`config.mk`:
```
export PLATFORM = sky130hd
export DESIGN_NAME = memory_stage_flat
export DESIGN_NICKNAME = d
export VERILOG_FILES = /design/src/rtl/memory_stage_if.sv /design/src/rtl/memory_stage.sv /design/src/flat_wrapper.sv
export SDC_FILE = /design/constraint.sdc
export NUM_CORES = 2
export LEC_CHECK = 0
export CAP_MARGIN = 40
export CORE_ASPECT_RATIO = 0.7
export CORE_MARGIN = 2
export CORE_UTILIZATION = 60
export CTS_BUF_LIST = sky130_fd_sc_hd__clkbuf_16
export CTS_CLUSTER_DIAMETER = 80
export DETAILED_ROUTE_END_ITERATION = 10
export PLACE_DENSITY = 0.76
export SLEW_MARGIN = 5
export SYNTH_ARGS = -nofsm -noshare
export SYNTH_HDL_FRONTEND = slang
export SYNTH_SLANG_ARGS = --single-unit
```
`constraint.sdc`:
```
create_clock -name clk -period 8.6 [get_ports clk]
set_clock_uncertainty 0.15 [all_clocks]
set_input_delay 1.72 -clock clk [delete_from_list [all_inputs] [get_ports clk]]
set_output_delay 1.72 -clock clk [all_outputs]
set_load 0.01 [all_outputs]
```
`src/rtl/memory_stage_if.sv`:
```
// Execute-to-MEM bundle plus the MEM stage's write-back, branch and fault outputs.
// The master is the execute side (or a bench); memory_stage takes the slave modport.
interface memory_stage_if;
  logic        stall;
  logic        flush;
  logic [6:0]  branch_pc;
  logic        zero;
  logic [31:0] alu_result;
  logic [31:0] data2_out;
  logic [4:0]  dst;
  logic        mem_read;
  logic        mem_write;
  logic        branch;
  logic        reg_write;
  logic        mem_to_reg;

  logic        pc_src;
  logic [6:0]  branch_target;
  logic [31:0] wb_read_data;
  logic [31:0] wb_alu_result;
  logic [4:0]  wb_dst;
  logic        wb_reg_write;
  logic        wb_mem_to_reg;
  logic        mem_fault;

  modport master (
    output stall, flush, branch_pc, zero, alu_result, data2_out, dst,
           mem_read, mem_write, branch, reg_write, mem_to_reg,
    input  pc_src, branch_target, wb_read_data, wb_alu_result, wb_dst,
           wb_reg_write, wb_mem_to_reg, mem_fault
  );

  modport slave (
    input  stall, flush, branch_pc, zero, alu_result, data2_out, dst,
           mem_read, mem_write, branch, reg_write, mem_to_reg,
    output pc_src, branch_target, wb_read_data, wb_alu_result, wb_dst,
           wb_reg_write, wb_mem_to_reg, mem_fault
  );
endinterface

```
`src/rtl/memory_stage.sv`:
```
// MEM stage: EX/MEM reg, word-addressed sync data memory, branch decision, MEM/WB reg; wb_* valid 2 edges
// after execute; stall freezes both registers and blocks stores. Optional macro UNALIGNED_CHECK_EN.
module memory_stage #(
  parameter int DEPTH  = 128,
  parameter int ADDR_W = 7
) (
  input  logic         clk,
  input  logic         rst,
  memory_stage_if.slave bus
);

  typedef struct packed {
    logic [6:0]  branch_pc;
    logic        zero;
    logic [31:0] alu_result;
    logic [31:0] data2;
    logic [4:0]  dst;
    logic        mem_read;
    logic        mem_write;
    logic        branch;
    logic        reg_write;
    logic        mem_to_reg;
  } exm_t;

  typedef struct packed {
    logic [31:0] read_data;
    logic [31:0] alu_result;
    logic [4:0]  dst;
    logic        reg_write;
    logic        mem_to_reg;
  } mwb_t;

  exm_t              r_exm;
  mwb_t              r_mwb;
  exm_t              w_exm_in;
  logic [31:0]       r_mem [DEPTH];
  logic [ADDR_W-1:0] w_idx;
  logic              w_misaligned;
  logic              w_store_en;
  logic              w_unused;

  // A flushed entry keeps its data but loses every control bit.
  assign w_exm_in = {bus.branch_pc, bus.zero, bus.alu_result, bus.data2_out, bus.dst,
                     bus.mem_read   & ~bus.flush,
                     bus.mem_write  & ~bus.flush,
                     bus.branch     & ~bus.flush,
                     bus.reg_write  & ~bus.flush,
                     bus.mem_to_reg & ~bus.flush};

  always_ff @(posedge clk) begin
    if (rst) begin
      r_exm <= '0;
    end else if (bus.flush || !bus.stall) begin
      r_exm <= w_exm_in;
    end
  end

  assign w_idx    = r_exm.alu_result[ADDR_W+1:2];
  assign w_unused = ^{r_exm.alu_result[31:ADDR_W+2], r_exm.alu_result[1:0]};

`ifdef UNALIGNED_CHECK_EN
  logic r_fault;

  assign w_misaligned = (r_exm.mem_read | r_exm.mem_write) & (r_exm.alu_result[1:0] != 2'b00);

  always_ff @(posedge clk) begin
    if (rst) begin
      r_fault <= 1'b0;
    end else if (w_misaligned && !bus.stall) begin
      r_fault <= 1'b1;
    end
  end

  assign bus.mem_fault = r_fault;
`else
  assign w_misaligned  = 1'b0;
  assign bus.mem_fault = 1'b0;
`endif

  assign w_store_en = r_exm.mem_write & ~bus.stall & ~rst & ~w_misaligned;

  always_ff @(posedge clk) begin
    if (w_store_en) begin
      r_mem[w_idx] <= r_exm.data2;
    end
  end

  // Read samples the pre-store word, giving read-before-write within one entry.
  always_ff @(posedge clk) begin
    if (rst) begin
      r_mwb <= '0;
    end else if (!bus.stall) begin
      r_mwb.read_data  <= (r_exm.mem_read && !w_misaligned) ? r_mem[w_idx] : 32'h0;
      r_mwb.alu_result <= r_exm.alu_result;
      r_mwb.dst        <= r_exm.dst;
      r_mwb.reg_write  <= r_exm.reg_write & ~w_misaligned;
      r_mwb.mem_to_reg <= r_exm.mem_to_reg;
    end
  end

  assign bus.pc_src        = r_exm.branch & r_exm.zero;
  assign bus.branch_target = r_exm.branch_pc;
  assign bus.wb_read_data  = r_mwb.read_data;
  assign bus.wb_alu_result = r_mwb.alu_result;
  assign bus.wb_dst        = r_mwb.dst;
  assign bus.wb_reg_write  = r_mwb.reg_write;
  assign bus.wb_mem_to_reg = r_mwb.mem_to_reg;

endmodule
```
`src/flat_wrapper.sv`:
```
// flat-port wrapper written by rule: the top's interface ports become plain ports
module memory_stage_flat 
#(
  parameter int DEPTH  = 128,
  parameter int ADDR_W = 7
)
  (clk, rst, bus_stall, bus_flush, bus_branch_pc, bus_zero, bus_alu_result, bus_data2_out, bus_dst, bus_mem_read, bus_mem_write, bus_branch, bus_reg_write, bus_mem_to_reg, bus_pc_src, bus_branch_target, bus_wb_read_data, bus_wb_alu_result, bus_wb_dst, bus_wb_reg_write, bus_wb_mem_to_reg, bus_mem_fault);
  memory_stage_if bus_i ();
  input  logic clk;
  input  logic rst;
  input wire logic [$bits(bus_i.stall)-1:0] bus_stall;
  input wire logic [$bits(bus_i.flush)-1:0] bus_flush;
  input wire logic [$bits(bus_i.branch_pc)-1:0] bus_branch_pc;
  input wire logic [$bits(bus_i.zero)-1:0] bus_zero;
  input wire logic [$bits(bus_i.alu_result)-1:0] bus_alu_result;
  input wire logic [$bits(bus_i.data2_out)-1:0] bus_data2_out;
  input wire logic [$bits(bus_i.dst)-1:0] bus_dst;
  input wire logic [$bits(bus_i.mem_read)-1:0] bus_mem_read;
  input wire logic [$bits(bus_i.mem_write)-1:0] bus_mem_write;
  input wire logic [$bits(bus_i.branch)-1:0] bus_branch;
  input wire logic [$bits(bus_i.reg_write)-1:0] bus_reg_write;
  input wire logic [$bits(bus_i.mem_to_reg)-1:0] bus_mem_to_reg;
  output wire logic [$bits(bus_i.pc_src)-1:0] bus_pc_src;
  output wire logic [$bits(bus_i.branch_target)-1:0] bus_branch_target;
  output wire logic [$bits(bus_i.wb_read_data)-1:0] bus_wb_read_data;
  output wire logic [$bits(bus_i.wb_alu_result)-1:0] bus_wb_alu_result;
  output wire logic [$bits(bus_i.wb_dst)-1:0] bus_wb_dst;
  output wire logic [$bits(bus_i.wb_reg_write)-1:0] bus_wb_reg_write;
  output wire logic [$bits(bus_i.wb_mem_to_reg)-1:0] bus_wb_mem_to_reg;
  output wire logic [$bits(bus_i.mem_fault)-1:0] bus_mem_fault;
  assign bus_i.stall = bus_stall;
  assign bus_i.flush = bus_flush;
  assign bus_i.branch_pc = bus_branch_pc;
  assign bus_i.zero = bus_zero;
  assign bus_i.alu_result = bus_alu_result;
  assign bus_i.data2_out = bus_data2_out;
  assign bus_i.dst = bus_dst;
  assign bus_i.mem_read = bus_mem_read;
  assign bus_i.mem_write = bus_mem_write;
  assign bus_i.branch = bus_branch;
  assign bus_i.reg_write = bus_reg_write;
  assign bus_i.mem_to_reg = bus_mem_to_reg;
  assign bus_pc_src = bus_i.pc_src;
  assign bus_branch_target = bus_i.branch_target;
  assign bus_wb_read_data = bus_i.wb_read_data;
  assign bus_wb_alu_result = bus_i.wb_alu_result;
  assign bus_wb_dst = bus_i.wb_dst;
  assign bus_wb_reg_write = bus_i.wb_reg_write;
  assign bus_wb_mem_to_reg = bus_i.wb_mem_to_reg;
  assign bus_mem_fault = bus_i.mem_fault;
  memory_stage #(.DEPTH(DEPTH), .ADDR_W(ADDR_W)) u_core (.clk(clk), .rst(rst), .bus(bus_i));
endmodule
```
Yosys cells after proc, flatten, opt, wreduce, memory -nomap -nowiden
Memories as Yosys holds them, arrays and structs flattened. A register that Yosys moved wholly into a read port is not among the register bits. Index checks and enable logic that the tools add are counted.

Bits in registers: 153. Bits in writable memories: 4096. Input bits: 86. Output and inout port bits: 80. Word-level logic and storage cells: 34. Memories: 1.

Memories: u_core.r_mem (words 128, bits a word 32, read ports 1, clocked after Yosys merged registers in 1, wr ports 1, line memory_stage.sv:36) `logic [31:0] r_mem [DEPTH];`.

Multiplexer cells: 5. Bitwise logic cells: 11. Reduce and logical (&&, ||, !) cells: 2.

Operator list (number): 2-to-1 mux 32 bit (1); 2-to-1 mux 7 bit (2); AND 1 bit (8); NOT 1 bit (3); 2-to-1 mux 1 bit (2); zero test 1 bit (1); logical OR 1 bit (1).

Logic depth before layout (Yosys ltp)
Depth in word-level cells: 5. Gate-level depth with buffers: 12. Depth with buffers taken out: 6.

Least setup slack after synthesis
No wires, ideal clock.

Path kind: input-to-reg. Start point: input port rst. End point: memory u_core.r_mem[80][0], enable pin. Library setup time: 0.502 ns. Data arrival time: 5.443 ns. Required time: 7.948 ns. Slack: 2.506 ns. Stages on the path: 5. Buffers on the path: 1. Cells stage by stage: clkbuf_1 -> nor2_1 -> and3_1 -> nand2_1 -> nor4_1.

Word-level cells in the longest chain between the ends: 4.

Ends and longest elaborated chain: start, declared (line flat_wrapper.sv:10) `input logic rst;`; NOT 1 bit (line memory_stage.sv:80) `assign w_store_en = r_exm.mem_write & ~bus.stall & ~rst & ~w_misaligned;`; AND 1 bit (line memory_stage.sv:80); 2-to-1 mux 1 bit (line memory_stage.sv:83) `if (w_store_en) begin`; 2-to-1 mux 1 bit (not written as such) (line memory_stage.sv:84) `r_mem[w_idx] <= r_exm.data2;`; end, declared (line memory_stage.sv:36).

No other way between the ends.

==> results.json <==
{
  "post_cts_buffers": 0,
  "status": "finished clean",
  "r2r-end": "u_core.bus.wb_read_data[5]$_SDFFE_PP0N_",
  "place_area_sq_um": 171000,
  "io_pins": 166,
  "cts_tree": "done",
  "rsz0062_at_grt": "no",
  "cts_resized": 0,
  "async_flop_share_pct": 0,
  "numPortBuffers": 164,
  "crit_path_end": "u_core.bus.wb_read_data[5]$_SDFFE_PP0N_",
  "hold_class": "reg -> reg",
  "antenna_found_initial": 37,
  "cts.clk_slew.worst_paths_ps": 70,
  "finalCritPeriodShare_pct": 56.1,
  "layout_min_cycle_time_ps": 4820,
  "cts_root_buf": "clkbuf_16",
  "overflow": 0,
  "grt_max_degree": 150,
  "clk_latency_ps": 910,
  "synth.distinct_cells": 56,
  "fin_setup_tns_ps": 0,
  "floorplan.die_area_sq_um": 274000,
  "nNetsFinal": 8292,
  "slew_violations": 0,
  "irDropWorstVdd_v": 0.000236,
  "start_kind": "flop",
  "clock-sinks": 4256,
  "ff2ff_path_depth": 9,
  "grt_pass1_wl_microns": 621000,
  "fin_area_sq_um": 182000,
  "top_register": "u_core.r_mem",
  "leakagePower_nw": 59.6,
  "cts_made_buffers": 367,
  "powerDensity_nw_per_um2": 226,
  "netlist_instances": 7801,
  "vias": 85500,
  "cts_hold_buffers": 0,
  "netlist_area_sq_um": 162000,
  "fmax_mhz": 207,
  "relSlewSlack_pct": 17.5,
  "yosysWarnings": 0,
  "r2r_slack_ps": 3780,
  "yosys_most_used_dff": "edfxtp_1",
  "design.core.area_sq_um": 268000,
  "largest_reg_flops": 4096,
  "endpoint_kind": "flop",
  "drive_above_1_share_pct": 22.4,
  "cp_max_fo": 100,
  "vias_per_cell": 7.09,
  "worstPathArrival_ps": 5430,
  "synth_nets": 7887,
  "synth_edf_count": 4096,
  "maxCapViolations": 0,
  "num_rows": 159,
  "drt-wirelength-per-cell_microns": 36.9,
  "finalSetupViolCount": 0,
  "area_delta_synth_final_pct": 12.7,
  "ys_ff_latch": 4256,
  "dr.pass1.iters": 6,
  "cts_buffer_depth": 4,
  "initial_core_util_pct": 60.3,
  "layout_common_cells": "edfxtp_1, mux4_2, mux2i_1, clkbuf_16, a22oi_1",
  "tightest_slew_ps": 1240,
  "required_ps": 9210,
  "top_regs": "u_core.r_mem: 4096 flops, u_core.r_exm: 75 flops",
  "hold_violations": 0,
  "postRouteAntennaNets": 0,
  "dp_hpwl_microns": 256000,
  "drc": 0,
  "track_usage_pct": 32.2,
  "path_class": "reg -> reg",
  "yosysSeqAreaShare_pct": 78.0,
  "drt_iter0_markers": 14900,
  "final_common_cell": "edfxtp_1",
  "routed_wirelength_microns": 444000,
  "grt_pass1_vias": 82700,
  "syn_avg_cell_area_sq_um": 20.7,
  "htree_levels": 5,
  "fp.dieH_microns": 438,
  "fp.dieW_microns": 625,
  "finalPower_mw": 41.3,
  "gp_congestion": 0.904
}
==> synthesized netlist by cell type, drive strengths merged (41+ instances only) <==
master / instances / area [sq um]
clkbuf: 206 / 777
mux2: 165 / 1860
a22oi: 301 / 2260
nand2: 214 / 803
dfxtp: 160 / 3200
buf: 274 / 1650
o21ai: 77 / 385
a22o: 103 / 902
nor2: 206 / 781
mux2i: 606 / 6070
a21oi: 131 / 656
a31oi: 54 / 338
o22ai: 121 / 757
mux4: 698 / 15700
nand3: 60 / 300
a221oi: 41 / 359
edfxtp: 4096 / 123000
nor3: 78 / 390
==> where the power goes <==
part / internal (mW) / switching (mW) / total, mW
sequential: 22.8 / 0.206 / 23.0
combinational: 0.759 / 1.40 / 2.16
clock: 8.81 / 7.30 / 16.1
total: 32.3 / 8.91 / 41.3
==> per-stage QoR <==
stage	hold slack, ps	utilization [%]	worst slack [ps]	instances
after floorplan	277	-	2510	7801
after global placement	287	62.9	3050	11300
after detailed placement	294	63.6	3150	11400
after CTS	302	67.8	3730	12000
after global routing	317	68.0	3610	12000
final	301	68.0	3780	12100
==> routing by layer <==
metal  vias up  track usage (%)  routed length, microns
met4        26             11.9                   19200
met1     44100             46.8                  160000
met5         -                0                     216
met3       965             11.6                   72900
met2      7108             45.5                  192000
li1      33200                -                       -
==> final cells by class <==
class | count | area, sq um
antenna | 15 | 37.5
clock inverter | 283 | 2080
clock buffer | 374 | 9360
multi-input combinational | 3064 | 34300
inverter | 1 | 3.75
fill | 15900 | 85800
timing repair buffer | 516 | 5800
sequential | 4256 | 126000
tap | 3542 | 4430
==> cell families after synthesis <==
group,synth area share [%]
muxes,14.6
and+or+nand+nor,1.86
buffers and inverters,1.50
AOI/OAI and AO/OA,4.03
other,0.00232
DFF,78.0
==> critical path: stages (launching register included) <==
cell     delay, ps
dfxtp_4        570
buf_16         300
buf_12         600
buf_4          640
mux4_2         620
mux2i_1        170
a21oi_1        100
nor3_1         680
o21ai_1        180
or3_1          430
==> worst min path at each step <==
stage	endpoint	slack [ps]	cells after the start	start
floorplan	u_core.r_exm[74]$_SDFFE_PP0N_	280	2	u_core.r_exm[74]$_SDFFE_PP0N_
global placement	u_core.r_exm[72]$_SDFFE_PP0N_	290	2	u_core.r_exm[72]$_SDFFE_PP0N_
detailed placement	u_core.r_exm[7]$_SDFFE_PP0N_	290	2	u_core.r_exm[7]$_SDFFE_PP0N_
CTS	u_core.r_exm[7]$_SDFFE_PP0N_	300	2	u_core.r_exm[7]$_SDFFE_PP0N_
global route	u_core.r_exm[56]$_SDFFE_PP0N_	320	2	u_core.r_exm[56]$_SDFFE_PP0N_
finish	u_core.r_exm[43]$_SDFFE_PP0N_	300	2	u_core.r_exm[43]$_SDFFE_PP0N_
Power figures use the tool's default switching activity.
